## src/rtl/distance_pkg.sv

```systemverilog
// Shared types and defaults for the proximity detector: FSM states, distance width
// and the tick/threshold/confirm defaults.
package distance_pkg;

   typedef enum logic [1:0] {FAR, NEAR_PEND, NEAR, FAR_PEND} prox_state_e;

   localparam int DIST_W            = 20;
   localparam int TICK_W            = 24;
   localparam int SAMPLE_CYCLES_DEF = 4194304;
   localparam int NEAR_TH_DEF       = 20;
   localparam int FAR_TH_DEF        = 30;
   localparam int CONFIRM_DEF       = 3;

endpackage

```

## src/rtl/distance_proximity_if.sv

```systemverilog
// Bundle between the ranging-stage consumer and its user: raw distance in,
// smoothed average, update pulse and debounced near flag out.
interface distance_proximity_if import distance_pkg::*; #(
   parameter int W = DIST_W
) ();

   logic [W-1:0] distance;
   logic [W-1:0] avg_distance;
   logic         sample_valid;
   logic         near;

   modport master (output distance, input avg_distance, input sample_valid, input near);
   modport slave  (input distance, output avg_distance, output sample_valid, output near);

endinterface

```

## src/rtl/dist_avg4.sv

```systemverilog
// Zero-rejecting 4-deep moving average with a running sum; pulses valid_o
// whenever a full-window average is published.
module dist_avg4 import distance_pkg::*; #(
   parameter int W = DIST_W
) (
   input  logic         clk,
   input  logic         rst_n,
   input  logic         take_i,
   input  logic [W-1:0] dist_i,
   output logic [W-1:0] avg_o,
   output logic         valid_o
);

   function automatic logic [W-1:0] div4_trunc(input logic [W+1:0] s);
      return s[W+1:2];
   endfunction

   logic [3:0][W-1:0] win_p1_q;
   logic [2:0]        fill_p1_q, fill_d;
   logic [W+1:0]      sum_p1_q, sum_d;
   logic [W-1:0]      avg_p1_q;
   logic              vld_p1_q;
   logic              accept;
   logic              full_d;

   always_comb begin
      accept = take_i && (dist_i != '0);
      sum_d  = sum_p1_q + {2'b00, dist_i} - {2'b00, win_p1_q[3]};
      fill_d = (fill_p1_q == 3'd4) ? fill_p1_q : fill_p1_q + 3'd1;
      full_d = (fill_d == 3'd4);
   end

   // stage p1: window, running sum and published average
   always_ff @(posedge clk or negedge rst_n) begin
      if (!rst_n) begin
         win_p1_q  <= '0;
         fill_p1_q <= '0;
         sum_p1_q  <= '0;
         avg_p1_q  <= '0;
         vld_p1_q  <= 1'b0;
      end else begin
         vld_p1_q <= accept && full_d;
         if (accept) begin
            win_p1_q  <= {win_p1_q[2:0], dist_i};
            sum_p1_q  <= sum_d;
            fill_p1_q <= fill_d;
            if (full_d) avg_p1_q <= div4_trunc(sum_d);
         end
      end
   end

   assign avg_o   = avg_p1_q;
   assign valid_o = vld_p1_q;

endmodule

```

## src/rtl/distance_proximity.sv

```systemverilog
// Samples the free-running distance word on a fixed tick, averages accepted
// samples and debounces the result into a near flag with confirmed hysteresis.
module distance_proximity import distance_pkg::*; #(
   parameter int W             = DIST_W,
   parameter int SAMPLE_CYCLES = SAMPLE_CYCLES_DEF,
   parameter int NEAR_TH       = NEAR_TH_DEF,
   parameter int FAR_TH        = FAR_TH_DEF,
   parameter int CONFIRM       = CONFIRM_DEF
) (
   input logic                 clk,
   input logic                 rst_n,
   distance_proximity_if.slave prox
);

   localparam logic [TICK_W-1:0] TICK_LAST = TICK_W'(SAMPLE_CYCLES - 1);
   localparam logic [W-1:0]      NEAR_TH_W = W'(NEAR_TH);
   localparam logic [W-1:0]      FAR_TH_W  = W'(FAR_TH);
   localparam logic [3:0]        CONFIRM_C = 4'(CONFIRM);

   logic [1:0]        rst_sync_q;
   logic              rst_int_n;
   logic [TICK_W-1:0] tick_cnt_q;
   logic              tick;
   logic [W-1:0]      dist_p0_q;
   logic              vld_p0_q;
   logic [W-1:0]      avg;
   logic              avg_vld;
   prox_state_e       state_q, state_d;
   logic [3:0]        cnt_q, cnt_d;
   logic [3:0]        cnt_inc;
   logic              near_vote, far_vote;

   // Assertion is immediate; release is retimed through two flops.
   always_ff @(posedge clk or negedge rst_n) begin
      if (!rst_n) rst_sync_q <= '0;
      else        rst_sync_q <= {rst_sync_q[0], 1'b1};
   end
   assign rst_int_n = rst_sync_q[1];

   assign tick = (tick_cnt_q == TICK_LAST);

   // stage p0: tick counter and distance capture
   always_ff @(posedge clk or negedge rst_int_n) begin
      if (!rst_int_n) begin
         tick_cnt_q <= '0;
         dist_p0_q  <= '0;
         vld_p0_q   <= 1'b0;
      end else begin
         tick_cnt_q <= tick ? '0 : tick_cnt_q + 1'b1;
         vld_p0_q   <= tick;
         if (tick) dist_p0_q <= prox.distance;
      end
   end

   dist_avg4 #(.W(W)) u_avg (
      .clk     (clk),
      .rst_n   (rst_int_n),
      .take_i  (vld_p0_q),
      .dist_i  (dist_p0_q),
      .avg_o   (avg),
      .valid_o (avg_vld)
   );

   // stage p2: hysteresis FSM
   always_ff @(posedge clk or negedge rst_int_n) begin
      if (!rst_int_n) begin
         state_q <= FAR;
         cnt_q   <= '0;
      end else begin
         state_q <= state_d;
         cnt_q   <= cnt_d;
      end
   end

   always_comb begin
      state_d   = state_q;
      cnt_d     = cnt_q;
      cnt_inc   = cnt_q + 4'd1;
      near_vote = (avg < NEAR_TH_W);
      far_vote  = (avg > FAR_TH_W);
      if (avg_vld) begin
         unique case (state_q)
            FAR: if (near_vote) begin
               state_d = (CONFIRM_C == 4'd1) ? NEAR : NEAR_PEND;
               cnt_d   = (CONFIRM_C == 4'd1) ? 4'd0 : 4'd1;
            end
            NEAR_PEND: begin
               if (!near_vote) begin
                  state_d = FAR;
                  cnt_d   = '0;
               end else if (cnt_inc == CONFIRM_C) begin
                  state_d = NEAR;
                  cnt_d   = '0;
               end else cnt_d = cnt_inc;
            end
            NEAR: if (far_vote) begin
               state_d = (CONFIRM_C == 4'd1) ? FAR : FAR_PEND;
               cnt_d   = (CONFIRM_C == 4'd1) ? 4'd0 : 4'd1;
            end
            FAR_PEND: begin
               if (!far_vote) begin
                  state_d = NEAR;
                  cnt_d   = '0;
               end else if (cnt_inc == CONFIRM_C) begin
                  state_d = FAR;
                  cnt_d   = '0;
               end else cnt_d = cnt_inc;
            end
            default: begin
               state_d = FAR;
               cnt_d   = '0;
            end
         endcase
      end
   end

   assign prox.avg_distance = avg;
   assign prox.sample_valid = avg_vld;
   assign prox.near         = (state_q == NEAR) || (state_q == FAR_PEND);

endmodule

```

## src/flat_wrapper.sv

```systemverilog
// flat-port wrapper written by rule: the top's interface ports become plain ports
module distance_proximity_flat import distance_pkg::*;
#(
   parameter int W             = DIST_W,
   parameter int SAMPLE_CYCLES = SAMPLE_CYCLES_DEF,
   parameter int NEAR_TH       = NEAR_TH_DEF,
   parameter int FAR_TH        = FAR_TH_DEF,
   parameter int CONFIRM       = CONFIRM_DEF
)
  (clk, rst_n, prox_distance, prox_avg_distance, prox_sample_valid, prox_near);
  distance_proximity_if #(.W(W)) prox_i ();
  input logic clk;
  input logic rst_n;
  input wire logic [$bits(prox_i.distance)-1:0] prox_distance;
  output wire logic [$bits(prox_i.avg_distance)-1:0] prox_avg_distance;
  output wire logic [$bits(prox_i.sample_valid)-1:0] prox_sample_valid;
  output wire logic [$bits(prox_i.near)-1:0] prox_near;
  assign prox_i.distance = prox_distance;
  assign prox_avg_distance = prox_i.avg_distance;
  assign prox_sample_valid = prox_i.sample_valid;
  assign prox_near = prox_i.near;
  distance_proximity #(.W(W), .SAMPLE_CYCLES(SAMPLE_CYCLES), .NEAR_TH(NEAR_TH), .FAR_TH(FAR_TH), .CONFIRM(CONFIRM)) u_core (.clk(clk), .rst_n(rst_n), .prox(prox_i));
endmodule
```

## config.mk

```make
export PLATFORM = sky130hd
export DESIGN_NAME = distance_proximity_flat
export DESIGN_NICKNAME = d
export VERILOG_FILES = /design/src/rtl/distance_pkg.sv /design/src/rtl/distance_proximity_if.sv /design/src/rtl/dist_avg4.sv /design/src/rtl/distance_proximity.sv /design/src/flat_wrapper.sv
export SDC_FILE = /design/constraint.sdc
export NUM_CORES = 1
export LEC_CHECK = 0
export ABC_AREA = 1
export CAP_MARGIN = 5
export CORE_ASPECT_RATIO = 2
export CORE_MARGIN = 2
export CORE_UTILIZATION = 55
export CTS_CLUSTER_SIZE = 40
export DETAILED_ROUTE_END_ITERATION = 7
export PLACE_DENSITY_LB_ADDON = 0.08
export SLEW_MARGIN = 20
export SYNTH_ARGS = -nofsm -noshare
export SYNTH_HDL_FRONTEND = slang
export SYNTH_SLANG_ARGS = --single-unit
```

## constraint.sdc

```tcl
create_clock -name clk -period 10.7 [get_ports clk]
set_input_delay 2.675 -clock clk [delete_from_list [all_inputs] [get_ports clk]]
set_output_delay 2.675 -clock clk [all_outputs]
set_load 0.05 [all_outputs]
```

Yosys cells after proc, flatten, opt, wreduce, memory -nomap -nowiden. Index checks and enable logic that the tools add are counted.

Input bits: 22. Logic and storage cells: 55. Output and inout port bits: 22. Register bits: 179.

Reductions and logical operators: 8. Mux-type cells: 15. Equality and inequality tests: 11. Order comparisons: 2. Add/subtract/negate cells: 5.

Operators with widths (number): 24-bit by 1-bit adder with 24-bit output, second input constant (1); 24-bit by 22-bit == test with 1-bit output, second input constant (1); 24-bit 2-to-1 mux (1); 22-bit by 20-bit adder with 22-bit output (1); 22-bit by 20-bit subtractor with 22-bit output (1); 20-bit by 5-bit > comparator with 1-bit output, second input constant (1); 20-bit by 5-bit less-than comparator with 1-bit output, second input constant (1); 4-bit 2-to-1 mux (5); 20-bit nonzero test (1); 4-bit one-hot mux with 4 select lines (1); 2-bit 2-to-1 mux (6); 2-bit one-hot mux with 4 select lines (1); 3-bit == test, second input constant (2); 3-bit != test, second input constant (2); 5-bit AND reduction (1); 4-bit by 1-bit adder with 4-bit output, second input constant (1); 2-bit == test, second input constant (2); 4-bit by 2-bit == test with 1-bit output, second input constant (1); 2-bit by 1-bit != test with 1-bit output, second input constant (2); 3-bit by 1-bit adder with 3-bit output, second input constant (1); 3-bit 2-to-1 mux (1); 3-bit AND reduction (1); 2-bit by 1-bit == test with 1-bit output, second input constant (1); 1-bit logical AND (2); other kinds (3) (3).

Longest topological paths before layout.
Depth in word-level cells: 5. Depth in mapped cells: 15. Mapped depth without buffers: 15.

Cells and area by module. A second synthesis with hierarchy kept.

Cell total of the unflattened synthesis: 1212. Area, all modules: 9606.7 um2.

By module, submodules not included: dist_avg4 (seq. area each 3153.0 um2, area each 6961.7 um2, instances 1, cells an instance 881); distance_proximity (seq. area each 1326.3 um2, area each 2645.0 um2, instances 1, cells an instance 331).

Worst setup path after synthesis. No wires, ideal clock.

Kind: register -> output. Start: register u_core.state_q[1]. End: output prox_near. Setup slack: 7.156 ns. Cell stages (with the launch flop): 2. Data required time: 8.025 ns. Arrival time: 0.869 ns. Buffers on the path: 1. Cell sequence: dfrtp_1 > clkbuf_1.

Word-level cells in the longest chain between the ends: 2. Elaborated cells on any way between the ends: 3. Those cells by class: eq/ne: 2; reduce/logical: 1.

RTL lines: start, declared (line distance_proximity.sv:28) `prox_state_e state_q, state_d;`; start signal, assigned (line distance_proximity.sv:70) `state_q <= state_d;`; 2-bit == test (line distance_proximity.sv:119) `assign prox.near = (state_q == NEAR) || (state_q == FAR_PEND);`; 1-bit logical OR * (line distance_proximity.sv:119); end, declared (line flat_wrapper.sv:17) `output wire logic [$bits(prox_i.near)-1:0] prox_near;`.

Mark *: on every way between the ends. The rest lies on a longest branch, timed or not.

Worst setup path in the final report.
Start: register u_core.u_avg.vld_p1_q (netlist: u_core.u_avg.valid_o). End: output prox_sample_valid.

RTL lines: start, declared (line dist_avg4.sv:22) `logic vld_p1_q;`; start signal, assigned (line dist_avg4.sv:42) `vld_p1_q <= accept && full_d;`; end, declared (line flat_wrapper.sv:16) `output wire logic [$bits(prox_i.sample_valid)-1:0] prox_sample_valid;`.

No word-level cell between the ends.

==> impl_metrics.csv <==
group,metric,value,unit
outcome,status,"complete, no violations",
pwr,ir_worst_vdd,0.147,mV
clock_tree,clock_latency,0.43,ns
clock_tree,cts_setup_buffers,0,
floorplan,die_width,96.6,um
synthesis,ys_warn_count,0,
worst_setup_path,timing.critical_path.arrival,1.73,ns
timing,rsz0062_at_grt,"no",
cells_and_area,area_delta_synth_final,12.2,%
synthesis,synth_cells,1187,
floorplan,core,16800,um2
timing,slew_headroom,34.5,%
grt,overflow,0,
grt,grt_pass1_wl,33800,um
synthesis,yosys.area_share.adder,7.83,%
floorplan,initial_core_util,56.2,%
place,place.gp.congestion,0.936,
synthesis,synth-xor-area-share,2.32,%
synthesis,synth_edf_count,0,
clock_tree,cts_buffers,17,
worst_setup_path,slowest_delay,0.84,ns
timing,fin_crit_sh,41.1,%
cells_and_area,final_common_cell,"nand2_1",
synthesis,synth_ff_type,"dfrtp_1",
worst_setup_path,cp.required,8.03,ns
timing,finalCriticalPeriod,4.40,ns
routing,wire_per_inst,13.7,um
timing,skew,0.00947,ns
worst_setup_path,cp_max_fo,7,
clock_tree,cts_tree,"yes",
clock_tree,htree_levels,4,
worst_setup_path,r2r_cells,12,
grt,grt_use_total,24.1,%
clock_tree,ctsResizeCount,0,
timing,setup-tns-final,0,ns
timing,drv_slew,0,
worst_setup_path,cp_num_cells,1,
routing,antenna_left,0,
place,dp_hpwl,14700,um
worst_setup_path,cp-endpoint,"prox_sample_valid",
routing,wl,19800,um
cells_and_area,fillCellCount,1515,
worst_setup_path,timing.rr.start,"u_core.u_avg.win_p1_q[68]",
worst_setup_path,cp-start-kind,"register",
pwr,power.density,125,nW/um2
grt,grt_max_degree,96,
worst_setup_path,r2r_slack,8.02,ns
synthesis,synthMuxAreaShare,0,%
synthesis,synthSimpleGateAreaFrac,25.0,%
worst_setup_path,end_kind,"output pin",
worst_setup_path,cp_slowest_cell,"clkdlybuf4s50_1",
clock_tree,worst_setup_hold_path_clk_slew,0.07,ns
routing,firstDrtPassIters,5,
clock_tree,numClockSinks,179,
synthesis,ys_seq_area_share,47.5,%
floorplan,pin_count,44,
clock_tree,cts.path.max_buffers,2,
floorplan,die_h,189,um
pwr,power.leakage,5.50,nW
job,max-cap-violations,0,
pwr,power,1.32,mW
routing,first_iter_violations,279,
clock_tree,postCtsHoldBufs,0,
clock_tree,ctsRootBufferMaster,"clkbuf_16",
cells_and_area,antenna_cells,0,
timing,worst_slew_pin_slew,0.983,ns
synthesis,avgSynthCellArea,7.94,um2
synthesis,syn-num-nets,1256,
worst_setup_path,r2r-end,"u_core.u_avg.sum_p1_q[17]",
synthesis,synth_compound_area_share,7.26,%
cells_and_area,design_area,10600,um2
worst_setup_path,crit_chain,"clkdlybuf4s50_1",
grt,antenna_found_initial,0,
timing,hold_viol_final,0,
timing,finalSetupViolCount,0,
worst_setup_path,startpoint,"u_core.u_avg.valid_o",
place,dpl_cell_area,9990,um2
routing,via_count,7334,
synthesis,yosys.cell_types.count,35,
worst_hold_path,min_path_type,"reg -> async",
worst_setup_path,critical_path_class,"reg -> out",
synthesis,synth-async-reset-ratio,100,%
synthesis,synth_seq_cells,179,
grt,grt_pass1_vias,7282,
place,io_buffers,43,
floorplan,fp-row-count,67,
synthesis,netlist_area,9430,um2
worst_setup_path,crit_buf_inv,1,
cells_and_area,layout-drive-gt1-share,4.13,%
cells_and_area,nNetsFinal,1291,
worst_setup_path,cp_top_family,"buffers and inverters",
cells_and_area,layout_common_cells,"nand2_1 (391), inv_1 (205), dfrtp_1 (178), o21ai_0 (69), nor2_1 (60)",
routing,vias_per_cell,5.09,
routing,drc,0,
floorplan,die_area,18300,um2
synthesis,synth_top_family_by_area,"simple AND/OR/NAND/NOR gates",
timing,max_freq,0.227,GHz
==> per-layer routing <==
layer | vias up | track usage (%) | part of all wire [%]
met5 | - | 0 | 0
met4 | 0 | 14.4 | 5.5
met3 | 63 | 4.06 | 2.6
met2 | 164 | 40.0 | 52
met1 | 3378 | 28.7 | 40
li1 | 3729 | - | -
==> worst min path at each step <==
stage,to,from,slack (ns)
global route,u_core.rst_sync_q[1],u_core.rst_sync_q[0],0.37
global placement,u_core.rst_sync_q[1],u_core.rst_sync_q[0],0.34
CTS,u_core.rst_sync_q[1],u_core.rst_sync_q[0],0.36
floorplan,u_core.rst_sync_q[1],u_core.rst_sync_q[0],0.33
detailed placement,u_core.rst_sync_q[1],u_core.rst_sync_q[0],0.34
finish,u_core.tick_cnt_q[19],u_core.rst_sync_q[1],0.33
==> state kept, by name (all words and copies together), names as in the netlist <==
register and count:
u_core.u_avg.fill_p1_q 3, u_core.u_avg.avg_o 20, u_core.vld_p0_q 1, u_core.rst_sync_q 2
u_core.u_avg.valid_o 1, u_core.tick_cnt_q 24, u_core.dist_p0_q 20, u_core.u_avg.win_p1_q 80
u_core.u_avg.sum_p1_q 22, u_core.state_q 2, u_core.cnt_q 4
==> synth_stat cells (2+ instances only) <==
cell | count | share of area, %
a21oi_1 | 17 | 0.90
and2_1 | 3 | 0.20
buf_2 | 17 | 0.90
buf_4 | 5 | 0.40
buf_6 | 2 | 0.24
clkbuf_1 | 7 | 0.28
dfrtp_1 | 179 | 48
fa_1 | 20 | 4.2
ha_1 | 27 | 3.6
inv_1 | 205 | 8.2
nand2_1 | 391 | 16
nand2_2 | 4 | 0.27
nand3_1 | 51 | 2.7
nand3b_1 | 8 | 0.64
nand4_1 | 21 | 1.4
nor2_1 | 60 | 2.4
nor2_4 | 3 | 0.36
nor3_1 | 15 | 0.80
o211ai_1 | 2 | 0.16
o21ai_0 | 69 | 3.7
o21ai_1 | 42 | 2.2
o21bai_1 | 2 | 0.16
or2_2 | 2 | 0.13
xnor2_1 | 5 | 0.46
xor2_1 | 20 | 1.9
==> report_power, final <==
group | leakage (nW) | switching, mW | internal, mW | total [mW]
Clock | 0.295 | 0.278 | 0.342 | 0.620
Sequential | 2.15 | 0.00316 | 0.677 | 0.680
Combinational | 3.05 | 0.0102 | 0.00704 | 0.0173
==> cell type report <==
class / count / area [um2] / share of cell area (%)
Clock buffer: 19 / 453 / 4.28
Clock inverter: 13 / 139 / 1.31
Inverter: 207 / 778 / 7.36
Multi-Input combinational cell: 770 / 4010 / 37.9
Sequential cell: 179 / 4480 / 42.4
Tap cell: 207 / 259 / 2.45
Timing Repair Buffer: 47 / 460 / 4.35
==> per-stage QoR <==
step | worst slack (ns) | utilization [%] | std cells | hold slack [ns]
after detailed placement | 6.75 | 59.6 | 1410 | 0.339
final | 6.30 | 63.1 | 1442 | 0.329
after global routing | 6.21 | 63.1 | 1442 | 0.373
after floorplan | 5.34 | - | 1187 | 0.331
after CTS | 6.28 | 63.1 | 1442 | 0.361
after global placement | 6.77 | 59.6 | 1410 | 0.343
==> logic make-up after synthesis <==
family,after synthesis
AO/OA/AOI/OAI,134
XOR/XNOR,25
other,1
flip-flops,179
adder cells (fa/ha/maj),47
buffers and inverters,238
AND/OR/NAND/NOR,563
Power figures use the tool's default switching activity.
